--- config.mk ---
export PLATFORM = sky130hd
export DESIGN_NAME = sram_ctrl
export DESIGN_NICKNAME = d
export VERILOG_FILES = /design/src/rtl/sram_ctrl.sv
export SDC_FILE = /design/constraint.sdc
export NUM_CORES = 1
export LEC_CHECK = 0
export ABC_AREA = 1
export CAP_MARGIN = 20
export CELL_PAD_IN_SITES_DETAIL_PLACEMENT = 1
export CELL_PAD_IN_SITES_GLOBAL_PLACEMENT = 2
export CORE_MARGIN = 3
export CORE_UTILIZATION = 24
export CTS_CLUSTER_DIAMETER = 50
export DETAILED_ROUTE_END_ITERATION = 10
export GPL_TIMING_DRIVEN = 0
export PLACE_DENSITY_LB_ADDON = 0.2
export RECOVER_POWER = 50
export SLEW_MARGIN = 20
export SYNTH_ARGS = -nofsm -noshare
export SYNTH_HDL_FRONTEND = slang
export SYNTH_SLANG_ARGS = --single-unit
--- constraint.sdc ---
create_clock -name clk -period 1.5 [get_ports clk]
set_input_delay 0.45 -clock clk [delete_from_list [all_inputs] [get_ports clk]]
set_output_delay 0.45 -clock clk [all_outputs]
set_load 0.005 [all_outputs]
--- src/rtl/sram_ctrl.sv ---
// sram_ctrl: valid/ready request front-end for an asynchronous SRAM.
// Sequences every beat as SETUP -> STROBE (WAIT_CYCLES) -> RECOVER, supports
// single writes and incrementing read bursts, and registers every output.
// Optional build macro: SRAM_CTRL_PERF_EN adds a saturating perf_beats counter.
module sram_ctrl #(
  parameter int DW          = 8,
  parameter int AW          = 8,
  parameter int WAIT_CYCLES = 1
) (
  input  logic          clk,
  input  logic          rst,
  input  logic          req_valid,
  output logic          req_ready,
  input  logic          req_we,
  input  logic [AW-1:0] req_addr,
  input  logic [DW-1:0] req_wdata,
  input  logic [3:0]    req_len,
  output logic          rsp_valid,
  output logic [DW-1:0] rsp_data,
  output logic          done,
  output logic          busy,
  input  logic [DW-1:0] sram_dout,
  output logic [DW-1:0] sram_din,
  output logic [AW-1:0] sram_addr,
  output logic          sram_wr,
  output logic          sram_rd,
  output logic          sram_cs
`ifdef SRAM_CTRL_PERF_EN
  ,
  output logic [15:0]   perf_beats
`endif
);

  typedef enum logic [1:0] {
    S_IDLE,
    S_SETUP,
    S_STROBE,
    S_RECOVER
  } state_t;

  localparam logic [3:0] WAIT_LAST = 4'(WAIT_CYCLES - 1);

  state_t        state_q, state_d;
  logic [AW-1:0] addr_q, addr_d;
  logic [DW-1:0] din_q, din_d;
  logic          we_q, we_d;
  logic [3:0]    beats_q, beats_d;
  logic [3:0]    wait_q, wait_d;
  logic          cs_q, cs_d;
  logic          wr_q, wr_d;
  logic          rd_q, rd_d;
  logic          rsp_valid_q, rsp_valid_d;
  logic [DW-1:0] rsp_data_q, rsp_data_d;
  logic          done_q, done_d;
  logic          ready_q, ready_d;
  logic          busy_q, busy_d;

  // State and all registered outputs; synchronous reset returns everything to idle values.
  always_ff @(posedge clk) begin
    if (rst) begin
      state_q     <= S_IDLE;
      addr_q      <= '0;
      din_q       <= '0;
      we_q        <= 1'b0;
      beats_q     <= '0;
      wait_q      <= '0;
      cs_q        <= 1'b0;
      wr_q        <= 1'b0;
      rd_q        <= 1'b0;
      rsp_valid_q <= 1'b0;
      rsp_data_q  <= '0;
      done_q      <= 1'b0;
      ready_q     <= 1'b0;
      busy_q      <= 1'b0;
    end else begin
      state_q     <= state_d;
      addr_q      <= addr_d;
      din_q       <= din_d;
      we_q        <= we_d;
      beats_q     <= beats_d;
      wait_q      <= wait_d;
      cs_q        <= cs_d;
      wr_q        <= wr_d;
      rd_q        <= rd_d;
      rsp_valid_q <= rsp_valid_d;
      rsp_data_q  <= rsp_data_d;
      done_q      <= done_d;
      ready_q     <= ready_d;
      busy_q      <= busy_d;
    end
  end

  // Next state plus the output values that belong to that next state, so outputs stay registered.
  always_comb begin
    state_d     = state_q;
    addr_d      = addr_q;
    din_d       = din_q;
    we_d        = we_q;
    beats_d     = beats_q;
    wait_d      = wait_q;
    cs_d        = cs_q;
    wr_d        = 1'b0;
    rd_d        = 1'b0;
    rsp_valid_d = 1'b0;
    rsp_data_d  = rsp_data_q;
    done_d      = 1'b0;
    unique case (state_q)
      S_IDLE: begin
        if (req_valid && ready_q) begin
          state_d = S_SETUP;
          addr_d  = req_addr;
          we_d    = req_we;
          beats_d = req_we ? 4'd0 : req_len;
          if (req_we) din_d = req_wdata;
          cs_d    = 1'b1;
        end
      end
      S_SETUP: begin
        state_d = S_STROBE;
        wait_d  = WAIT_LAST;
        wr_d    = we_q;
        rd_d    = !we_q;
      end
      S_STROBE: begin
        if (wait_q == 4'd0) begin
          // Read data is sampled on the edge that closes the strobe, while rd is still high.
          state_d     = S_RECOVER;
          rsp_valid_d = !we_q;
          done_d      = (beats_q == 4'd0);
          if (!we_q) rsp_data_d = sram_dout;
        end else begin
          wait_d = wait_q - 4'd1;
          wr_d   = we_q;
          rd_d   = !we_q;
        end
      end
      S_RECOVER: begin
        if (beats_q != 4'd0) begin
          beats_d = beats_q - 4'd1;
          addr_d  = addr_q + 1'b1;
          state_d = S_SETUP;
        end else begin
          state_d = S_IDLE;
          cs_d    = 1'b0;
        end
      end
      default: state_d = S_IDLE;
    endcase
  end

  assign ready_d = (state_d == S_IDLE);
  assign busy_d  = (state_d != S_IDLE);

  assign req_ready = ready_q;
  assign rsp_valid = rsp_valid_q;
  assign rsp_data  = rsp_data_q;
  assign done      = done_q;
  assign busy      = busy_q;
  assign sram_din  = din_q;
  assign sram_addr = addr_q;
  assign sram_wr   = wr_q;
  assign sram_rd   = rd_q;
  assign sram_cs   = cs_q;

`ifdef SRAM_CTRL_PERF_EN
  logic [15:0] perf_q;

  // Counts each RECOVER cycle as a completed beat, saturating at all-ones.
  always_ff @(posedge clk) begin
    if (rst) begin
      perf_q <= '0;
    end else if (state_q == S_RECOVER && perf_q != '1) begin
      perf_q <= perf_q + 16'd1;
    end
  end

  assign perf_beats = perf_q;
`endif

endmodule

==> flow_metrics.tcl, run 1 <==
set metrics [dict create \
    fin_util 0.394 \
    numCtsBuffers 5 \
    synth_warnings 0 \
    met2_length_mm 3.03 \
    rrSetupSlack_ps 100 \
    pre_cts_ws_ps -480 \
    cts.sinks 42 \
    startpoint "state_q[0]" \
    wl_met3_um 285 \
    start_util 0.250 \
    slew_headroom 0.642 \
    layout_setup_ws_ps 95.1 \
    cp_max_fo 5 \
    postRouteAntennaNets 0 \
    vdd_drop_max_mv 0.558 \
    clk_pin_slew_worst_paths_ps 90 \
    die_w_um 96.1 \
    top_layer_used "met4" \
    finalHoldViolations 0 \
    p_leak_nw 1.40 \
    stdcell_count 470 \
    grt_usage 0.139 \
    synth_nets 321 \
    drv_slew 0 \
    syn_avg_cell_area_um2 6.94 \
    clk_latency_ps 300 \
    worstPathCellList "inv_4 -> ha_4 -> nand3_4 -> o21ai_4 -> nand2_4 -> inv_4 -> buf_6 -> nand2_1 -> nor2_1 -> nor2_1" \
    synth_largest_area_cell "dfxtp_1" \
    die_area_um2 9240 \
    drt-total-wl_mm 6.39 \
    start_kind "register" \
    grt_overflow_total 0 \
    clock-root-buffer "clkbuf_8" \
    cts_buffer_depth 2 \
    grt_pass1_vias 2059 \
    powerDensity_nw_per_um2 1420 \
    yosysSeqAreaShare 0.431 \
    crit_cells 10 \
    gp_congestion 0.725 \
    hold_class "register to register" \
    vias 2057 \
    num-fill-cells 990 \
    critical_path_arrival_ps 1610 \
    cts_tree "yes" \
    netlist_area_um2 1950 \
    hold_buffers 0 \
    antenna_found_initial 0 \
    routed_via_density 4.38 \
    drc 0 \
    ys_seq_elements 42 \
    rr_startpoint "state_q[0]" \
    r2r_end "beats_q[3]" \
    portBuffers 61 \
    syn2layout_area_growth_pct 57.8 \
    synthCells 281 \
    tightestPinTransition_ps 538 \
    synth_cell_types 22 \
    dp_cells 444 \
    path_class "register to register" \
    antenna_cells 0 \
    path_buf_inv 3 \
    io_pins 63 \
    status "finished, final reports clean" \
    post-route-min-period_ps 1400 \
    grt_pass1_wl_mm 9.91 \
    final.setup_skew_ps 8.45 \
    rsz0062_at_grt "yes" \
    required_ps 1700 \
    wl_met1_mm 2.99 \
    cpMaxStageDelayCell "dfxtp_4" \
    fin_nets 407 \
    drtIter0Drc 38 \
    finalSetupViolCount 0 \
    synth_top_area_share 0.431 \
    regArea_um2 881 \
    max_freq_mhz 712 \
    wire_per_inst_um 13.6 \
    endpoint "beats_q[3]" \
    h-tree-depth 2 \
    first_pass_iters 4 \
    max_stage_delay_ps 380 \
    core_area_um2 7810 \
    worst_r2r_path_depth 10 \
    fin_crit_sh 0.937 \
    drive_above_1_share 0.228 \
    fp.dieH_um 96.1 \
    end_kind "register" \
    tns_ps 0 \
    rows 32 \
    dp_hpwl_mm 4.54 \
    drv_cap 0 \
    grt_max_degree 14 \
    multi_input_area_um2 1040 \
    hold_start "rsp_data[3]" \
    path_delay_family "simple AND/OR/NAND/NOR gates" \
    ys_top_cells_by_area "dfxtp_1, nand2_1, nor2_1, o21ai_0, inv_1" \
]
## per-layer routing
metal  track usage  vias up
li1              -     1061
met4        0.0391        0
met2         0.235       38
met5             0        -
met1         0.178      952
met3        0.0289        6
## layout by cell type (no fill, tap or decap), types with 6 or more instances in the layout
cell type	Yosys	routed
nor2_1	43	41
a21oi_1	23	23
nand2_1	56	53
o21ai_0	30	28
buf_4	0	15
dfxtp_2	0	20
nand3_1	17	15
dlygate4sd2_1	0	31
dfxtp_1	42	18
inv_1	37	30
inv_2	2	7
clkbuf_8	0	6
clkdlybuf4s50_1	0	29
## cell usage after synthesis
master	n
nor3_1	2
o21ai_2	1
nand2_2	1
clkbuf_1	5
nand3b_1	1
ha_1	8
dfxtp_1	42
nand3_2	1
inv_2	2
inv_1	37
a21oi_2	1
o21ai_0	30
or2_2	2
o21ai_1	3
o21bai_1	1
nand2_1	56
a21oi_1	23
nand3_1	17
xor2_1	1
buf_2	3
nor2_1	43
buf_6	1
## sequential cells by signal, summed over array words and instances (netlist names)
signal,cells
state_q,2
wait_q,4
we_q,1
beats_q,4
rsp_data,8
sram_din,8
busy,1
sram_wr,1
sram_cs,1
req_ready,1
rsp_valid,1
sram_addr,8
done,1
sram_rd,1
## area by class of cell
| cell class | instances | area share |
|---|---|---|
| multi-input cells | 191 | 0.337 |
| well taps | 102 | 0.0415 |
| clock buffers | 6 | 0.0269 |
| plain buffers | 9 | 0.0199 |
| inverters | 39 | 0.0492 |
| repair buffers | 79 | 0.235 |
| flip-flops and latches | 42 | 0.286 |
| clock inverters | 2 | 0.00407 |
## per-stage QoR
stage | area [um2] | hold WS (ps) | total power, mW
CTS | 2920 | 451 | 4.20
detailed placement | 2690 | 441 | 3.24
floorplan | 1950 | 413 | 2.47
global placement | 2690 | 432 | 3.20
finish | 3080 | 448 | 4.37
global route | 3080 | 476 | 4.73
## how the worst min path moves through the flow
stage	cells after the start	slack [ps]	endpoint
global route	2	480	rsp_data[7]
floorplan	1	410	sram_rd
finish	2	450	rsp_data[3]
CTS	2	450	rsp_data[1]
global placement	2	430	rsp_data[0]
detailed placement	2	440	rsp_data[1]
## worst register-to-register path, stage by stage (launching register included)
cell     delay [ps]
dfxtp_4         380
inv_4            90
ha_4            170
nand3_4         110
o21ai_4          90
nand2_4          90
inv_4            80
buf_6           110
nand2_1          50
nor2_1          100
nor2_1           50
## report_power, final
group | internal (mW) | switching (mW) | total, mW
Combinational | 0.928 | 1.05 | 1.98
Sequential | 1.41 | 0.173 | 1.59
Clock | 0.371 | 0.424 | 0.795
Total | 2.71 | 1.65 | 4.37
## kinds of logic after synthesis
| kind of cell | count (synthesis) | synth area share |
|---|---|---|
| compound gates | 59 | 0.157 |
| xor+xnor | 1 | 0.00449 |
| fa+ha+maj | 8 | 0.0513 |
| flops | 42 | 0.431 |
| buf+inv | 48 | 0.0982 |
| simple gates | 123 | 0.258 |
## timing repair
item                       CTS  global route
setup buffers               11             5
setup endpoints to repair   62            32
resized for setup           73            32
gates cloned                 1             1
pin swaps                    3             6
Note: power is estimated with default switching activity, not from simulation.
==> inputs of run 2 (changes only) <==
CTS_CLUSTER_SIZE = 40   (was default)
REMOVE_ABC_BUFFERS = 1   (was default)
SLEW_MARGIN = default   (was 20)
==> run 2 against run 1 <==
Compared with the run above: worst setup slack got worse by 60 ps; global-route usage decreased by 0.22 points; cell count decreased by 1.3%; critical path type unchanged; sequential share of layout area decreased by 0.13 points; first-iteration DRC count increased by 39%.
==> flow_metrics.tcl, run 2 (synthesis results as in run 1) <==
set metrics [dict create \
    cts_tree "yes" \
    rrSetupSlack_ps 40 \
    tns_ps 0 \
    fin_crit_sh 0.977 \
    rows 32 \
    regArea_um2 882 \
    numCtsBuffers 5 \
    vdd_drop_max_mv 0.969 \
    startpoint "state_q[0]" \
    worst_r2r_path_depth 9 \
    final.setup_skew_ps 11.1 \
    drt-total-wl_mm 6.26 \
    drc 0 \
    holdPathEnd "rsp_data[2]" \
    drv_slew 0 \
    core_area_um2 7810 \
    drv_cap 0 \
    required_ps 1720 \
    tightestPinTransition_ps 460 \
    start_util 0.250 \
    first_pass_iters 4 \
    dp_hpwl_mm 4.06 \
    grt_pass1_vias 2059 \
    die_area_um2 9240 \
    syn2layout_area_growth_pct 58.7 \
    post-route-min-period_ps 1460 \
    rsz0062_at_grt "yes" \
    wire_per_inst_um 13.5 \
    start_kind "register" \
    clk_pin_slew_worst_paths_ps 80 \
    layout_commonest_cell "nand2_1" \
    rr_startpoint "state_q[0]" \
    r2r_end "sram_addr[7]" \
    io_pins 63 \
    holdWs_ps 446 \
    grt_max_degree 18 \
    portBuffers 62 \
    gp_congestion 0.734 \
    drive_above_1_share 0.240 \
    num-fill-cells 976 \
    grt_overflow_total 0 \
    fin_nets 401 \
    hold_buffers 0 \
    pre_cts_ws_ps -965 \
    vias 2043 \
    multi_input_area_um2 1050 \
    hold_start "rsp_data[2]" \
    antenna_found_initial 0 \
    critical_path_arrival_ps 1680 \
    layout_setup_ws_ps 35.0 \
    max_freq_mhz 683 \
    routed_via_density 4.40 \
    power_mw 4.50 \
    p_leak_nw 1.36 \
    powerDensity_nw_per_um2 1450 \
    postRouteAntennaNets 0 \
    cp_max_fo 6 \
    clock-root-buffer "clkbuf_8" \
    status "finished, final reports clean" \
    finalHoldViolations 0 \
    whs_path_depth 2 \
    finalSetupViolCount 0 \
    grt_usage 0.137 \
    grt_pass1_wl_mm 9.90 \
    slew_headroom 0.693 \
    final_cell_mix "nand2_1, nor2_1, dlygate4sd2_1, inv_1, clkdlybuf4s50_1" \
    hold_class "register to register" \
    fp.dieH_um 96.1 \
    drtIter0Drc 53 \
    clk_latency_ps 300 \
    die_w_um 96.1 \
    cts.sinks 42 \
    cts_buffer_depth 2 \
    antenna_cells 0 \
    end_kind "register" \
    h-tree-depth 2 \
    path_class "register to register" \
]
[run 2: power by group]
part | switching (mW) | leakage (nW) | internal (mW)
clock network | 0.429 | 0.0504 | 0.496
logic | 1.07 | 0.955 | 0.924
registers | 0.169 | 0.355 | 1.42
total | 1.66 | 1.36 | 2.84
[run 2: metrics by stage]
step	cells	utilization	cell area, um2
finish	464	0.396	3090
CTS	460	0.380	2970
global route	464	0.396	3090
detailed placement	436	0.340	2650
floorplan	272	-	1900
global placement	436	0.340	2650
[run 2: worst max-delay path: stages (launching register included)]
cell     delay, ps
dfxtp_4        380
inv_4           70
ha_4           160
nand3_4        110
o21ai_4         90
nand2_4        130
buf_12         150
nor2_1          80
nand2_1         80
a21oi_2        120
[run 2: layout make-up]
type,instances,area share
Sequential cell,42,0.285
Multi-Input combinational cell,192,0.340
Clock buffer,5,0.0222
Tap cell,102,0.0412
Timing Repair inverter,1,0.00243
Inverter,39,0.0542
Clock inverter,3,0.0146
Timing Repair Buffer,80,0.241
[run 2: worst max path at each step]
stage	endpoint	slack, ps	cells after the start
5_1_grt	sram_addr[7]	-70	9
3_3_place_gp	rsp_data[1]	-910	4
3_5_place_dp	rsp_data[6]	-960	4
2_1_floorplan	beats_q[3]	-190	8
4_1_cts	sram_addr[5]	10	8
6_report	sram_addr[7]	40	9
[run 2: timing repair]
item | 4_1_cts | 5_1_grt
endpoints found under the setup margin | 67 | 34
pin swaps | 4 | 12
gates cloned | 1 | 1
resized for setup | 79 | 34
buffers inserted | 15 | 3
[run 2: routing by layer]
layer | share of wire | vias up | GRT usage
met1 | 0.46 | 957 | 0.178
met3 | 0.042 | 5 | 0.0313
met5 | 0 | - | 0
met4 | 0.0054 | 0 | 0.0284
li1 | - | 1050 | -
met2 | 0.50 | 31 | 0.230
==> inputs of run 3 (changes only) <==
CTS_CLUSTER_DIAMETER = default   (was 50)
GPL_TIMING_DRIVEN = default   (was 0)
==> run 3 against run 2 <==
Compared with the run above: global-route usage barely moved; clock power is 16% lower; wire length down 2.9%; hold slack better by 0.51 ps; first-iteration DRC count fell by 36%; count of clock-buffer cells in the layout unchanged; die area stayed put; clock skew shrank 6.7 ps; fmax up 4.1%; worst setup slack gained 57 ps; register-to-register slack improved by 60 ps.
==> flow_metrics.tcl, run 3 (synthesis results as in run 1) <==
set metrics [dict create \
    first_pass_iters 3 \
    numCtsBuffers 5 \
    post-route-min-period_ps 1410 \
    rr_startpoint "state_q[0]" \
    vias 2027 \
    clk_pin_slew_worst_paths_ps 90 \
    end_kind "register" \
    rrSetupSlack_ps 90 \
    slew_headroom 0.802 \
    cts_tree "yes" \
    antenna_found_initial 0 \
    hold_buffers 0 \
    grt_pass1_vias 2094 \
    fin_crit_sh 0.938 \
    stdcell_count 475 \
    worst_r2r_path_depth 6 \
    routed_via_density 4.27 \
    final_cell_mix "nand2_1, nor2_1, inv_1, dlygate4sd2_1, clkdlybuf4s50_1" \
    path_class "register to register" \
    gp_congestion 0.787 \
    antenna_cells 0 \
    fp.dieH_um 96.1 \
    drt-total-wl_mm 6.08 \
    layout_commonest_cell "nand2_1" \
    drtIter0Drc 34 \
    core_area_um2 7810 \
    finalHoldViolations 0 \
    hold_class "register to register" \
    dp_cells 457 \
    drive_above_1_share 0.233 \
    grt_max_degree 26 \
    num-fill-cells 982 \
    tightestPinTransition_ps 297 \
    status "finished, final reports clean" \
    powerDensity_nw_per_um2 1390 \
    clock-root-buffer "clkbuf_8" \
    syn2layout_area_growth_pct 59.9 \
    drv_slew 0 \
    r2r_end "sram_addr[6]" \
    wire_per_inst_um 12.8 \
    cts_buffer_depth 2 \
    grt_pass1_wl_mm 9.76 \
    whs_path_depth 2 \
    p_leak_nw 1.42 \
    rows 32 \
    postRouteAntennaNets 0 \
    vdd_drop_max_mv 0.689 \
    final.setup_skew_ps 4.39 \
    drv_cap 0 \
    finalSetupViolCount 0 \
    grt_usage 0.136 \
    die_w_um 96.1 \
    cts.sinks 42 \
    required_ps 1700 \
    die_area_um2 9240 \
    max_freq_mhz 710 \
    cp_max_fo 13 \
    portBuffers 62 \
    critical_path_arrival_ps 1610 \
    io_pins 63 \
    start_kind "register" \
    holdPathEnd "rsp_data[4]" \
    fin_util 0.399 \
    h-tree-depth 2 \
    hold_start "rsp_data[4]" \
    fin_nets 412 \
    dp_hpwl_mm 4.54 \
    grt_overflow_total 0 \
    start_util 0.250 \
    drc 0 \
    clk_latency_ps 300 \
]
## run 3: cell types whose count changed in the layout (fill, tap and decap cells not counted), moves of 3 or more
cell        before  now
dfxtp_1         15   18
clkinvlp_4       4    1
buf_4           15   26
dfxtp_2         24   21
nand2_2          4    1
inv_1           29   33
## run 3: area by class of cell
type	count	area (um2)	area share
Clock inverter	3	25.0	0.00803
Tap cell	102	128	0.0409
Clock buffer	5	68.8	0.0221
Sequential cell	42	878	0.282
Timing Repair Buffer	93	866	0.278
Inverter	39	151	0.0486
Multi-Input combinational cell	191	1000	0.321
## run 3: what timing repair did
item / in CTS / in global routing
pin swaps: 0 / 6
gates cloned: 0 / 1
resized for setup: 61 / 33
setup endpoints to repair: 44 / 37
buffers inserted: 6 / 3
## run 3: worst max-delay path: stages (launching register included)
cell     delay (ps)
dfxtp_4         370
ha_1            220
buf_4           160
buf_12          140
or2_2           260
nand3_1         110
a21oi_2          50
## run 3: worst max path at each step
stage	endpoint	from	slack, ps	cells past startpoint
2_1_floorplan	beats_q[3]	state_q[0]	-190	8
3_3_place_gp	beats_q[3]	req_valid	-300	8
3_5_place_dp	beats_q[3]	req_valid	-350	8
4_1_cts	wait_q[3]	wait_q[0]	3	12
5_1_grt	sram_din[2]	state_q[0]	-6	8
6_report	sram_addr[6]	state_q[0]	90	6
## run 3: metal layers
layer  part of all wire  global-route usage  up-vias  routed length, um
met4              0.012              0.0427        0                 75
met2               0.49               0.225       32               3000
met5                  0                   0        -                  0
met3              0.041              0.0281        7                247
met1               0.45               0.177      925               2760
li1                   -                   -     1063                  -
## run 3: power breakdown
| group | internal, mW | switching (mW) |
|---|---|---|
| Sequential | 1.42 | 0.154 |
| Combinational | 0.973 | 1.01 |
| Clock | 0.336 | 0.437 |
| Total | 2.73 | 1.60 |
## run 3: per-stage QoR
step                      area (um2)  power (mW)  setup TNS [ps]  setup WS (ps)  hold WS [ps]
after global placement          2840        3.35           -4970           -299           433
after detailed placement        2840        3.39           -6280           -352           442
after global routing            3120        4.76           -7.33          -5.53           467
after CTS                       2980        4.19               0           2.51           449
after floorplan                 1900        2.43           -1200           -189           413
final                           3120        4.33               0           92.3           446
==> patch 1: new RTL, settings of run 2 <==
The parameter `AW` goes from 8 to 10.
--- a/src/rtl/sram_ctrl.sv
+++ b/src/rtl/sram_ctrl.sv
@@ -5,5 +5,5 @@
 module sram_ctrl #(
   parameter int DW          = 8,
-  parameter int AW          = 8,
+  parameter int AW          = 10,
   parameter int WAIT_CYCLES = 1
 ) (
Interface: changed (resized req_addr and sram_addr); port bits go from 63 to 67. The function was not compared with the original's and may differ.
==> patch 1 against run 2 <==
- cell area rose by 6.8%
- sequential cell count is 2 higher
- power is 0.22% higher
- area after synthesis is 7.6% higher
- setup slack improved by 0.016 ns
- wire length increased by 3.5%
- via count increased by 8.8%
- critical endpoint is now sram_addr[4]$_SDFFE_PP0P_
- largest cell class unchanged
- highest routed layer unchanged
==> patch 1: results (changes against run 2) <==
[routing]
drtIter0Drc=42  ; -21%
routed_via_density=4.544  ; +3.2%
wl_per_cell_um=13.25  ; -1.8%

[yosys]
async_flop_share=0  ; unchanged
yosysUniqueCellTypes=31  ; +41%
synth_sequential_area_ratio=0.4198  ; -0.01152
synth_xor_xnor_area_share=0  ; -0.004493
synthTopCellsByArea=dfxtp_1 (42%), nand2_1 (10%), nor2_1 (8.2%)
synth_common_cells=nand2_1 (58), nor2_1 (46), dfxtp_1 (44), a21oi_1 (26), inv_1 (26)
muxShareOfSynthArea=0  ; unchanged
synth_edf_count=0  ; unchanged
synth_warnings=0  ; unchanged
synth_compound_area_frac=0.1628  ; +0.006180
synthAdderAreaFrac=0.04770  ; -0.003644

[clocking]
clock-root-buffer=clkbuf_8
cts_buffers=5  ; unchanged
hold_buffers=0  ; unchanged
clk_pin_slew_worst_paths_ns=0.09
clock_latency_ns=0.30  ; about the same

[sta]
max_slew_margin=0.6290  ; -0.06411
fin_skew_ns=0.007304  ; -0.003770 ns

[pwr]
ir_drop_uv=527.4  ; -46%
seq_power_share=0.359  ; +0.007
intPower_mw=2.895  ; +2.0%
p_leak_nw=1.460  ; +7.3%

[global_route]
grt_pass1_wl_mm=10.78  ; +8.9%
grt_pass1_vias=2192  ; +6.5%
grt_max_degree=25  ; +7
grt_usage=0.1340  ; -0.002747

[placed_design]
dp_hpwl_mm=4.378  ; +7.8%
gp_congestion=0.7145  ; -2.6%
portBuffers=66  ; +6.5%

[finish]
nNetsFinal=425  ; +6.0%
drive_gt1_frac=0.2682  ; +0.02790
fillers=1033  ; +5.8%
diodes=0  ; unchanged

[worst_hold_path]
min_from=rsp_data[0]$_SDFFE_PP0P_
min_path_type=reg -> reg

[setup_path]
cp.arrival_ns=1.65  ; -0.03 ns
timing.critical_path.from=state_q[0]$_SDFF_PP0_
path_max_fanout=8  ; +2

[run_status]
status=finished clean

patch 1: power by group through the flow:
stage / logic, mW / registers, mW / clock network (mW)
after detailed placement: 1.57 / 1.62 / 0
after CTS: 1.81 / 1.60 / 0.957
after floorplan: 0.845 / 1.60 / 0
after global routing: 2.25 / 1.66 / 0.993
after global placement: 1.55 / 1.61 / 0
final: 1.98 / 1.62 / 0.908
patch 1: repair_timing:
item	in CTS	in global routing
setup endpoints to repair	77	32
pin swaps	4	10
setup buffers	20	8
resized for setup	78	38
patch 1: worst max-delay path, stage by stage, from the launching register on:
cell	delay, ns
dfxtp_4	0.39
ha_4	0.21
clkinv_8	0.07
o21ai_4	0.15
nand2_4	0.12
buf_12	0.16
nor2_2	0.09
nor2_1	0.04
o21a_1	0.12
patch 1: final cells by class:
class / count / area, um^2 / share of cell area
Multi-Input combinational cell: 208 / 1155 / 0.3495
Sequential cell: 44 / 925.9 / 0.2802
Timing Repair Buffer: 94 / 843.3 / 0.2552
Inverter: 30 / 141.4 / 0.04279
Tap cell: 105 / 131.4 / 0.03976
Clock buffer: 6 / 72.57 / 0.02196
Clock inverter: 2 / 35.03 / 0.01060
patch 1: path summary, 6_finish.rpt:
check	end	slack, ns	cells after the start
max reg2reg	sram_addr[4]$_SDFFE_PP0P_	0.05	8
min reg2reg	rsp_data[0]$_SDFFE_PP0P_	0.46	2
min	rsp_data[0]$_SDFFE_PP0P_	0.46	2
max	sram_addr[4]$_SDFFE_PP0P_	0.05	8
patch 1: layer usage:
| metal | wire length (um) | global-route usage | share of wire | vias up |
|---|---|---|---|---|
| li1 | - | - | - | 1125 |
| met1 | 2941 | 0.1728 | 0.45 | 1038 |
| met2 | 3161 | 0.2278 | 0.49 | 51 |
| met3 | 289 | 0.02805 | 0.045 | 8 |
| met4 | 89 | 0.03466 | 0.014 | 0 |
| met5 | 0 | 0 | 0 | - |
patch 1: kinds of logic (layout without fill, tap and decap cells):
logic type / Yosys count / in the layout
buf+inv: 38 / 132
compound gates: 61 / 61
flops: 44 / 44
simple gates: 139 / 139
fa+ha+maj: 8 / 8
patch 1: per-stage QoR:
step	worst slack [ns]	cells	utilization	TNS [ns]	cell area, um^2
after CTS	0.01195	481	0.3771	0	3146
after global routing	-0.04312	489	0.3962	-0.1968	3304
after detailed placement	-1.425	453	0.3389	-36.40	2826
final	0.05093	489	0.3962	0	3304
after global placement	-1.382	453	0.3389	-36.54	2826
after floorplan	-0.2627	282	-	-2.302	2034
==> patch 2: new RTL, flow settings as in run 2 <==
Without the edit above. Take the reset off `addr_q`, `din_q` and `rsp_data_q` and load them in a clocked block of their own.
--- a/src/rtl/sram_ctrl.sv
+++ b/src/rtl/sram_ctrl.sv
@@ -60,6 +60,4 @@
     if (rst) begin
       state_q     <= S_IDLE;
-      addr_q      <= '0;
-      din_q       <= '0;
       we_q        <= 1'b0;
       beats_q     <= '0;
@@ -69,5 +67,4 @@
       rd_q        <= 1'b0;
       rsp_valid_q <= 1'b0;
-      rsp_data_q  <= '0;
       done_q      <= 1'b0;
       ready_q     <= 1'b0;
@@ -75,6 +72,4 @@
     end else begin
       state_q     <= state_d;
-      addr_q      <= addr_d;
-      din_q       <= din_d;
       we_q        <= we_d;
       beats_q     <= beats_d;
@@ -84,9 +79,14 @@
       rd_q        <= rd_d;
       rsp_valid_q <= rsp_valid_d;
-      rsp_data_q  <= rsp_data_d;
       done_q      <= done_d;
       ready_q     <= ready_d;
       busy_q      <= busy_d;
     end
+  end
+
+  always_ff @(posedge clk) begin
+    addr_q     <= addr_d;
+    din_q      <= din_d;
+    rsp_data_q <= rsp_data_d;
   end
 
Function: differs if rst is asserted again (counterexample within 4 cycles, from zero or initial values and one cycle with rst high); with rst held inactive, the same outputs for 10 cycles.
==> patch 2 against run 2 <==
- wire length shrank 18%
- area after synthesis shrank 4.9%
- register-to-register slack gained 0.06 ns
- critical path type is now reg -> out
- power shrank 5.8%
- cell area shrank 6.9%
- non-clock buffer count shrank 6
- setup slack gained 0.0089 ns
- sequential cell count is the same
==> patch 2: results (changes against run 2) <==
[worst_hold_path]
min_path_type=reg -> reg

[routing]
routed_wl_mm=5.111  ; -18%
dr.pass1.iters=4  ; unchanged
routed_via_density=4.203  ; -4.6%
drtIter0Drc=42  ; -21%

[yosys]
synth_xor_xnor_area_share=0.004727  ; +0.0002336
synthTopCellsByArea=edfxtp_1 (39%), dfxtp_1 (19%), nand2_1 (11%)
syn_inst=207  ; -26%
synth_sequential_area_ratio=0.5834  ; +0.1521
synth_common_cells=nand2_1 (55), nor2_1 (26), inv_1 (25), edfxtp_1 (24), dfxtp_1 (18)
synthAdderAreaFrac=0.04727  ; -0.004083
synth_ff_type=edfxtp_1
synth_edf_count=24  ; +24
synth_compound_area_frac=0.06077  ; -0.09584

[placed_design]
dp_slack_ns=-0.6413  ; +0.3237 ns
placed_area_um2=2584  ; -2.6%
gp_congestion=0.7291  ; -0.63%
dpl.cell_count=365  ; -16%
dp_hpwl_mm=3.701  ; -8.9%

[pwr]
ir_drop_uv=536.7  ; -45%
p_leak_nw=1.230  ; -9.6%

[setup_path]
cp.arrival_ns=1.01  ; -0.67 ns
worstRegToRegCells=5  ; -4
crit_path_top_delay_cell=edfxtp_1
max_stage_delay_ns=0.42  ; +0.04 ns
path_max_fanout=2  ; -4
critPathTopFamily=flip-flops

[global_route]
grt_pass1_vias=1678  ; -19%
grt_pass1_wl_mm=8.314  ; -16%
grt_usage=0.1204  ; -0.01639
grt_max_degree=15  ; -3

[clocking]
cts_buffers=5  ; unchanged
cts.path.max_buffers=2  ; unchanged

[finish]
drive_gt1_frac=0.1434  ; -0.09697
fillers=866  ; -11%
nNetsFinal=324  ; -19%

[sta]
fin_skew_ns=0.009144  ; -0.001930 ns
max_slew_margin=0.6977  ; +0.004577

[run_status]
status=finished clean

patch 2: final cells by class:
| cell class | instances | area (um^2) | share of cell area |
|---|---|---|---|
| flip-flops and latches | 42 | 1085 | 0.3765 |
| multi-input cells | 134 | 750.7 | 0.2605 |
| repair buffers | 74 | 674.4 | 0.2340 |
| well taps | 99 | 123.9 | 0.04299 |
| inverters | 28 | 110.1 | 0.03821 |
| clock buffers | 5 | 68.82 | 0.02388 |
| clock inverters | 3 | 68.82 | 0.02388 |
patch 2: layer usage:
metal | vias to the layer above | GRT usage | part of all wire
li1 | 827 | - | -
met1 | 756 | 0.1534 | 0.44
met2 | 30 | 0.2005 | 0.50
met3 | 5 | 0.02965 | 0.042
met4 | 0 | 0.03610 | 0.013
met5 | - | 0 | 0
patch 2: per-stage QoR:
| step | utilization | hold slack, ns |
|---|---|---|
| after CTS | 0.3859 | 0.4763 |
| final | 0.3910 | 0.4724 |
| after detailed placement | 0.3506 | 0.4655 |
| after global routing | 0.3910 | 0.5105 |
| after global placement | 0.3506 | 0.4539 |
| after floorplan | - | 0.4378 |
patch 2: logic make-up after synthesis:
kind of cell | Yosys count
fa+ha+maj | 7
simple gates | 105
compound gates | 21
flops | 42
buf+inv | 31
xor+xnor | 1
patch 2: worst register-to-register path, stage by stage, from the launching register on:
cell and delay [ns]:
dfxtp_2 0.39, ha_4 0.16, inv_2 0.12, o21ai_4 0.22, nand2_4 0.12, inv_6 0.12
patch 2: what timing repair did:
action / in CTS / in global routing
endpoints found under the hold margin: 0 / 0
setup endpoints to repair: 69 / 33
setup buffers: 11 / 1
pin swaps: 2 / 4
gates cloned: 0 / 0
resized for setup: 48 / 8
patch 2: worst paths after layout:
kind	endpoint	slack [ns]	startpoint
max reg2reg	sram_addr[5]$_DFFE_PP_	0.10	state_q[1]$_SDFF_PP0_
min	sram_cs$_SDFFE_PP0P_	0.47	sram_cs$_SDFFE_PP0P_
min reg2reg	sram_cs$_SDFFE_PP0P_	0.47	sram_cs$_SDFFE_PP0P_
max	sram_addr[4]	0.04	sram_addr[4]$_DFFE_PP_
patch 2: report_power, final:
group / switching (mW) / internal, mW / leakage [nW]
registers: 0.137 / 1.50 / 0.367
clock network: 0.421 / 0.667 / 0.0683
logic: 0.854 / 0.662 / 0.794
